### src/rtl/tank_move_arbiter.sv
// Per-frame tank movement sequencer: decodes both players' keys, applies cooldown,
// and checks each move through one shared map read port. Optional macro TANK_WRAP_EN.
module tank_move_arbiter #(
  parameter int MAP_W         = 20,
  parameter int MAP_H         = 15,
  parameter int P1_TX0        = 1,
  parameter int P1_TY0        = 13,
  parameter int P2_TX0        = 18,
  parameter int P2_TY0        = 1,
  parameter int MOVE_COOLDOWN = 8
) (
  input  logic       Clk,
  input  logic       Reset,
  input  logic       frame_tick,
  input  logic [7:0] keycode1,
  input  logic [7:0] keycode2,
  output logic       map_rd_en,
  output logic [8:0] map_addr,
  input  logic [1:0] map_rd_data,
  output logic [9:0] Tank1X,
  output logic [9:0] Tank1Y,
  output logic [9:0] Tank2X,
  output logic [9:0] Tank2Y,
  output logic [1:0] tank1_dir,
  output logic [1:0] tank2_dir,
  output logic       busy
);
  localparam int         CDW  = $clog2(MOVE_COOLDOWN + 1);
  localparam logic [4:0] XMAX = 5'(MAP_W - 1);
  localparam logic [3:0] YMAX = 4'(MAP_H - 1);

  typedef enum logic [2:0] {
    S_IDLE, S_CHK_A, S_WAIT_A, S_EVAL_A, S_CHK_B, S_WAIT_B, S_EVAL_B
  } state_t;

  state_t                    state_q, state_d;
  logic [1:0][4:0]           tx_q, tx_d;
  logic [1:0][3:0]           ty_q, ty_d;
  logic [1:0][1:0]           dir_q, dir_d;
  logic [1:0][CDW-1:0]       cd_q, cd_d;
  logic [1:0][7:0]           key_q, key_d;
  logic                      first_q, first_d;
  logic                      rd_en_q, rd_en_d;
  logic [8:0]                addr_q, addr_d;
  logic [4:0]                ntx_q, ntx_d;
  logic [3:0]                nty_q, nty_d;
  logic                      pend_q, pend_d;

  // Index 0 is player 1; cur selects the tank owning the current CHK/WAIT/EVAL triple.
  logic       cur;
  logic       key_vld;
  logic [1:0] key_dir;
  logic [4:0] tgt_x;
  logic [3:0] tgt_y;
  logic       tgt_ok;
  logic [8:0] tgt_addr;

  always_comb begin
    cur = (state_q == S_CHK_B || state_q == S_WAIT_B || state_q == S_EVAL_B) ? ~first_q : first_q;
  end

  always_comb begin
    key_vld = 1'b1;
    key_dir = 2'b00;
    if (!cur) begin
      case (key_q[0])
        8'h04:   key_dir = 2'b10;
        8'h07:   key_dir = 2'b11;
        8'h16:   key_dir = 2'b01;
        8'h1A:   key_dir = 2'b00;
        default: key_vld = 1'b0;
      endcase
    end else begin
      case (key_q[1])
        8'h50:   key_dir = 2'b10;
        8'h4F:   key_dir = 2'b11;
        8'h51:   key_dir = 2'b01;
        8'h52:   key_dir = 2'b00;
        default: key_vld = 1'b0;
      endcase
    end
  end

  // Edge handling: reject (tgt_ok=0) or wrap to the opposite edge.
  always_comb begin
    tgt_x  = tx_q[cur];
    tgt_y  = ty_q[cur];
    tgt_ok = 1'b1;
    case (key_dir)
      2'b00: begin
        if (ty_q[cur] == 4'd0) begin
`ifdef TANK_WRAP_EN
          tgt_y = YMAX;
`else
          tgt_ok = 1'b0;
`endif
        end else tgt_y = ty_q[cur] - 4'd1;
      end
      2'b01: begin
        if (ty_q[cur] >= YMAX) begin
`ifdef TANK_WRAP_EN
          tgt_y = 4'd0;
`else
          tgt_ok = 1'b0;
`endif
        end else tgt_y = ty_q[cur] + 4'd1;
      end
      2'b10: begin
        if (tx_q[cur] == 5'd0) begin
`ifdef TANK_WRAP_EN
          tgt_x = XMAX;
`else
          tgt_ok = 1'b0;
`endif
        end else tgt_x = tx_q[cur] - 5'd1;
      end
      default: begin
        if (tx_q[cur] >= XMAX) begin
`ifdef TANK_WRAP_EN
          tgt_x = 5'd0;
`else
          tgt_ok = 1'b0;
`endif
        end else tgt_x = tx_q[cur] + 5'd1;
      end
    endcase
    tgt_addr = 9'(tgt_y) * 9'(MAP_W) + 9'(tgt_x);
  end

  always_comb begin
    state_d = state_q;
    tx_d    = tx_q;
    ty_d    = ty_q;
    dir_d   = dir_q;
    cd_d    = cd_q;
    key_d   = key_q;
    first_d = first_q;
    rd_en_d = 1'b0;
    addr_d  = addr_q;
    ntx_d   = ntx_q;
    nty_d   = nty_q;
    pend_d  = pend_q;
    case (state_q)
      S_IDLE: begin
        if (frame_tick) begin
          key_d   = {keycode2, keycode1};
          state_d = S_CHK_A;
        end
      end
      S_CHK_A, S_CHK_B: begin
        pend_d = 1'b0;
        if (cd_q[cur] != '0) begin
          cd_d[cur] = cd_q[cur] - 1'b1;
        end else if (key_vld) begin
          dir_d[cur] = key_dir;
          if (tgt_ok) begin
            rd_en_d = 1'b1;
            addr_d  = tgt_addr;
            ntx_d   = tgt_x;
            nty_d   = tgt_y;
            pend_d  = 1'b1;
          end
        end
        state_d = (state_q == S_CHK_A) ? S_WAIT_A : S_WAIT_B;
      end
      S_WAIT_A: state_d = S_EVAL_A;
      S_WAIT_B: state_d = S_EVAL_B;
      default: begin
        // Other tank's tile is read live, so a first-served move is already visible here.
        if (pend_q && map_rd_data == 2'b00 &&
            !(ntx_q == tx_q[~cur] && nty_q == ty_q[~cur])) begin
          tx_d[cur] = ntx_q;
          ty_d[cur] = nty_q;
          cd_d[cur] = CDW'(MOVE_COOLDOWN);
        end
        pend_d = 1'b0;
        if (state_q == S_EVAL_A) begin
          state_d = S_CHK_B;
        end else begin
          state_d = S_IDLE;
          first_d = ~first_q;
        end
      end
    endcase
  end

  always_ff @(posedge Clk or posedge Reset) begin
    if (Reset) begin
      state_q <= S_IDLE;
      tx_q    <= {5'(P2_TX0), 5'(P1_TX0)};
      ty_q    <= {4'(P2_TY0), 4'(P1_TY0)};
      dir_q   <= {2'b01, 2'b00};
      cd_q    <= '0;
      key_q   <= '0;
      first_q <= 1'b0;
      rd_en_q <= 1'b0;
      addr_q  <= '0;
      ntx_q   <= '0;
      nty_q   <= '0;
      pend_q  <= 1'b0;
    end else begin
      state_q <= state_d;
      tx_q    <= tx_d;
      ty_q    <= ty_d;
      dir_q   <= dir_d;
      cd_q    <= cd_d;
      key_q   <= key_d;
      first_q <= first_d;
      rd_en_q <= rd_en_d;
      addr_q  <= addr_d;
      ntx_q   <= ntx_d;
      nty_q   <= nty_d;
      pend_q  <= pend_d;
    end
  end

  assign map_rd_en = rd_en_q;
  assign map_addr  = addr_q;
  assign Tank1X    = {tx_q[0], 5'b0};
  assign Tank1Y    = {1'b0, ty_q[0], 5'b0};
  assign Tank2X    = {tx_q[1], 5'b0};
  assign Tank2Y    = {1'b0, ty_q[1], 5'b0};
  assign tank1_dir = dir_q[0];
  assign tank2_dir = dir_q[1];
  assign busy      = (state_q != S_IDLE);
endmodule
### config.mk
export PLATFORM = sky130hd
export DESIGN_NAME = tank_move_arbiter
export DESIGN_NICKNAME = d
export VERILOG_FILES = /design/src/rtl/tank_move_arbiter.sv
export SDC_FILE = /design/constraint.sdc
export NUM_CORES = 1
export LEC_CHECK = 0
export CORE_AREA = 2 2 113 115
export CTS_CLUSTER_SIZE = 16
export DETAILED_ROUTE_END_ITERATION = 8
export DIE_AREA = 0 0 115 117
export PLACE_DENSITY = 0.67
export SLEW_MARGIN = 40
export SYNTH_ARGS = -nofsm -noshare
export SYNTH_HDL_FRONTEND = slang
export SYNTH_SLANG_ARGS = --single-unit
### constraint.sdc
create_clock -name Clk -period 5.3 [get_ports Clk]
set_input_delay 1.06 -clock Clk [delete_from_list [all_inputs] [get_ports Clk]]
set_output_delay 1.06 -clock Clk [all_outputs]
set_load 0.02 [all_outputs]
==> report_table.html <==
<table>
<tr><th>Metric</th><th>Value</th></tr>
<tr><th colspan="2">Timing</th></tr>
<tr><td>Final clock period utilization by the worst path</td><td>92.7%</td></tr>
<tr><td>Count of final hold-check violations</td><td>0</td></tr>
<tr><td>Max_slew headroom</td><td>~50%</td></tr>
<tr><td>Max frequency</td><td>approximately 0.20 GHz</td></tr>
<tr><td>Count of final setup violators</td><td>0</td></tr>
<tr><td>Pins Over Slew Limit</td><td>0</td></tr>
<tr><td>Unrepaired setup endpoints after global routing</td><td>no</td></tr>
<tr><td>Worst-Margin Slew</td><td>0.748 ns</td></tr>
<tr><td>Final Critical Period</td><td>around 4.9 ns</td></tr>
<tr><td>Setup Total Neg Slack</td><td>0 ns</td></tr>
<tr><td>Setup skew after layout</td><td>0.00816 ns</td></tr>
<tr><th colspan="2">Cells and area</th></tr>
<tr><td>Core occupancy in the finished layout</td><td>~51%</td></tr>
<tr><td>Area added between synthesis and finish</td><td>16.6%</td></tr>
<tr><td>Most common library cell in the layout ignoring fill and taps</td><td>sky130_fd_sc_hd__nand2_1</td></tr>
<tr><td>Fraction of layout instances using a drive strength above 1</td><td>14.4%</td></tr>
<tr><td>ANT cells</td><td>0</td></tr>
<tr><td>Commonest cells after routing, fill and taps aside</td><td>sky130_fd_sc_hd__nand2_1, sky130_fd_sc_hd__dfrtp_1, sky130_fd_sc_hd__o21ai_0, sky130_fd_sc_hd__clkdlybuf4s50_1, sky130_fd_sc_hd__nor2_1</td></tr>
<tr><td>Number of filler cells placed in the layout</td><td>1159</td></tr>
<tr><td>Number of standard cells in the layout, taps in and fillers out</td><td>790</td></tr>
<tr><td>NumNets Final</td><td>672</td></tr>
<tr><th colspan="2">Detailed routing</th></tr>
<tr><td>Vias per inst</td><td>5.89</td></tr>
<tr><td>Routed wire per std cell</td><td>roughly 17 µm</td></tr>
<tr><td>Final WL</td><td>approximately 13000 µm</td></tr>
<tr><td>Total via count after detailed routing</td><td>4656</td></tr>
<tr><td>Number of design-rule violations left by the first detailed-router iteration</td><td>between 300 and 400</td></tr>
<tr><td>DRC viols</td><td>0</td></tr>
<tr><td>Routed Antenna Nets</td><td>0</td></tr>
<tr><td>First-pass iteration count of the detailed router</td><td>5</td></tr>
<tr><th colspan="2">Global route</th></tr>
<tr><td>Global-route layer with the greatest usage</td><td>met2</td></tr>
<tr><td>Total Routing Usage GR</td><td>21.1%</td></tr>
<tr><td>Maximum number of pins on one net before global-route repair</td><td>45</td></tr>
<tr><td>Aggregate global routing overflow</td><td>0</td></tr>
<tr><td>Routing usage on met3</td><td>4.74%</td></tr>
<tr><td>Vias in the first global route</td><td>4393</td></tr>
<tr><td>Met1 track utilization from global routing</td><td>29.6%</td></tr>
<tr><td>Met2 Usage GRT</td><td>32.4%</td></tr>
<tr><td>Global-route wire length before repair</td><td>22300 µm</td></tr>
<tr><td>Number of antenna violations at the first check in global routing</td><td>0</td></tr>
<tr><th colspan="2">Die</th></tr>
<tr><td>Die footprint</td><td>13500 µm²</td></tr>
<tr><td>I/O pin count</td><td>76</td></tr>
<tr><td>Die H</td><td>117 µm</td></tr>
<tr><td>Core region area</td><td>12300 µm²</td></tr>
<tr><td>Starting Density</td><td>43.5%</td></tr>
<tr><td>Die X-Extent</td><td>115 µm</td></tr>
<tr><td>Placement Rows</td><td>41</td></tr>
<tr><th colspan="2">Clocking</th></tr>
<tr><td>Number of H-tree levels</td><td>3</td></tr>
<tr><td>CTS tree</td><td>done</td></tr>
<tr><td>Latest clock arrival within the worst-skew pair</td><td>approximately 0.35 ns</td></tr>
<tr><td>Clock-pin slew of the registers on the worst-case setup and hold paths</td><td>0.06 ns</td></tr>
<tr><td>Num CTS Buffers</td><td>9</td></tr>
<tr><td>Clk buf depth</td><td>2</td></tr>
<tr><td>Root Buffer</td><td>sky130_fd_sc_hd__clkbuf_16</td></tr>
<tr><td>Count of clock tree sinks</td><td>68</td></tr>
<tr><th colspan="2">Min path</th></tr>
<tr><td>Hold WC Path Type</td><td>reg2reg</td></tr>
<tr><td>Worst hold path startpoint</td><td>key_q[7]</td></tr>
<tr><td>Cell depth of the worst hold path</td><td>1</td></tr>
<tr><td>End point of the most critical hold path</td><td>key_q[7]</td></tr>
<tr><th colspan="2">Power and ir drop</th></tr>
<tr><td>Power density over cell area</td><td>527 nW/µm²</td></tr>
<tr><td>Max VDD drop</td><td>308 µV</td></tr>
<tr><td>Reported leakage power</td><td>2.50 nW</td></tr>
<tr><th colspan="2">Critical path</th></tr>
<tr><td>Cell chain of the critical path</td><td>a21boi_4, buf_4, xnor2_4, mux2i_1, ha_1, nor2_1, mux2i_1, a31o_2, o221a_2, o22ai_1, inv_1, ha_1, ha_1, fa_1, inv_1, or4_1, a31oi_1</td></tr>
<tr><td>Gate family responsible for the most delay along the worst path</td><td>adder cells</td></tr>
<tr><td>Beginning of the critical path</td><td>state_q[1]</td></tr>
<tr><td>Capture point of the worst reg-to-reg path</td><td>map_addr[8]</td></tr>
<tr><td>Largest driver fanout on the critical path</td><td>13</td></tr>
<tr><td>Buf+Inv Stages, Crit Path</td><td>3</td></tr>
<tr><td>Category of the worst setup path capture point</td><td>flop</td></tr>
<tr><td>Cell occurring most often along the worst timing path</td><td>sky130_fd_sc_hd__ha_1</td></tr>
<tr><td>Critical path launch point type</td><td>flop</td></tr>
<tr><td>Critical path data required time</td><td>roughly 5.6 ns</td></tr>
<tr><td>Reg2reg start</td><td>state_q[1]</td></tr>
<tr><td>Setup slack of the most critical reg-to-reg path</td><td>between 0.3 and 0.4 ns</td></tr>
<tr><td>Kind of critical path</td><td>reg2reg</td></tr>
<tr><td>Slowest cell on the critical path</td><td>sky130_fd_sc_hd__dfrtp_1</td></tr>
<tr><td>Critical path arrival</td><td>roughly 5.2 ns</td></tr>
<tr><td>Crit-path max cell delay</td><td>0.58 ns</td></tr>
<tr><td>Count of cells along the worst register-to-register path</td><td>17</td></tr>
<tr><th colspan="2">Placement</th></tr>
<tr><td>Final GP Congestion</td><td>0.916</td></tr>
<tr><td>Count of port buffers added during placement</td><td>53</td></tr>
<tr><td>Number of placed instances with taps included</td><td>approximately 770</td></tr>
<tr><td>Detail Placement HPWL</td><td>9610 µm</td></tr>
<tr><th colspan="2">Yosys</th></tr>
<tr><td>Synthesis warning total</td><td>0</td></tr>
<tr><td>Leading register cell type out of synthesis</td><td>sky130_fd_sc_hd__dfrtp_1</td></tr>
<tr><td>Post-synthesis sequential area ratio</td><td>32.0%</td></tr>
<tr><td>Per-instance average area after synthesis</td><td>8.85 µm²</td></tr>
<tr><td>Post-synthesis register bit count</td><td>68</td></tr>
<tr><td>Post-Synthesis Cells</td><td>605</td></tr>
<tr><td>Cell area after synthesis</td><td>5350 µm²</td></tr>
<tr><td>Number of distinct library cells after synthesis</td><td>74</td></tr>
<tr><td>Share of synthesized registers carrying an async set or reset</td><td>100%</td></tr>
<tr><td>Number of enable-type register cells in the synthesized netlist</td><td>0</td></tr>
<tr><th colspan="2">Flow run</th></tr>
<tr><td>Max cap viols</td><td>0</td></tr>
<tr><th colspan="2">Run status</th></tr>
<tr><td>Run status</td><td>finished, final reports clean</td></tr>
</table>
worst max-delay path by stage:
stage                  end  depth (start not counted)
2_1_floorplan  map_addr[8]                         20
3_3_place_gp   map_addr[8]                         17
3_5_place_dp   map_addr[8]                         17
4_1_cts        map_addr[8]                         17
5_1_grt        map_addr[7]                         20
6_report       map_addr[8]                         17
synth_stat cells, drive strengths merged (4+ instances only):
| master | count | share of area [%] |
|---|---|---|
| nand2 | 62 | 4.3 |
| dfrtp | 60 | 28 |
| o21ai | 58 | 5.4 |
| nor2 | 46 | 3.4 |
| buf | 37 | 5.4 |
| mux2 | 35 | 7.9 |
| clkbuf | 32 | 2.2 |
| mux2i | 26 | 5.0 |
| inv | 19 | 1.3 |
| o211ai | 18 | 2.5 |
| o31a | 18 | 2.9 |
| xnor2 | 16 | 2.8 |
| a21oi | 15 | 1.5 |
| ha | 14 | 3.3 |
| nand3 | 14 | 1.3 |
| a31oi | 11 | 1.3 |
| nor3 | 11 | 1.0 |
| dfstp | 8 | 3.9 |
| nand2b | 8 | 0.93 |
| o22ai | 7 | 1.1 |
| xor2 | 7 | 1.1 |
| o221ai | 6 | 0.98 |
| or3 | 6 | 0.70 |
| a221oi | 5 | 0.82 |
| nand4 | 4 | 0.47 |
| nor3b | 4 | 0.56 |
layer usage:
metal	up-vias	wire length (µm)	part of all wire (%)
met4	0	204	1.5
li1	2219	-	-
met1	2273	6250	46
met3	17	821	6.1
met5	-	0	0
met2	147	6200	46
metrics by stage:
stage | setup WS, ns | cell area (µm²) | hold slack [ns] | power [mW]
2_1_floorplan | 0.608 | 5430 | 0.470 | 2.20
3_3_place_gp | 0.480 | 5830 | 0.482 | 2.45
3_5_place_dp | 0.194 | 5830 | 0.490 | 2.52
4_1_cts | 0.189 | 6170 | 0.504 | 3.24
5_1_grt | 0.0517 | 6240 | 0.516 | 3.53
6_report | 0.385 | 6240 | 0.502 | 3.29
registers in the layout (all words and copies together), names as in the netlist:
register and count:
tank1_dir 2, tank2_dir 2, Tank1X 5, Tank2Y 4, state_q 3, first_q 1, Tank1Y 4, map_addr 9
Tank2X 5, cd_q 8, nty_q 4, ntx_q 3, map_rd_en 1, key_q 16, pend_q 1
power by group:
group          internal (mW)  total (mW)  switching (mW)
clock                  0.460       0.704           0.243
combinational          0.738        1.72           0.984
sequential             0.672       0.867           0.195
total                   1.87        3.29            1.42
logic make-up (layout without fill, tap and decap cells):
logic type / count (synthesis) / after routing / share of synthesized area (%)
and+or+nand+nor: 180 / 180 / 16.1
AOI/OAI and AO/OA: 168 / 168 / 22.1
buffers and inverters: 88 / 101 / 8.93
DFF: 68 / 68 / 32.0
muxes: 61 / 61 / 12.9
xor gates and xnor gates: 23 / 24 / 3.90
adders and majority gates: 16 / 16 / 4.02
other: 1 / 22 / 0.0700
repair_timing:
action                     4_1_cts  5_1_grt
hold buffers                     0        0
gates resized for setup          0        1
setup endpoints to repair        0        2
buffers inserted                 0        5
layout make-up:
type	instances	area, µm²	area share, %
timing repair buffer	66	628	10.1
inverter	19	71.3	1.14
tap	150	188	3.01
sequential	68	1710	27.4
clock buffer	10	229	3.67
multi-input combinational	471	3300	52.9
clock inverter	6	111	1.78
(Power assumes the default switching activity.)
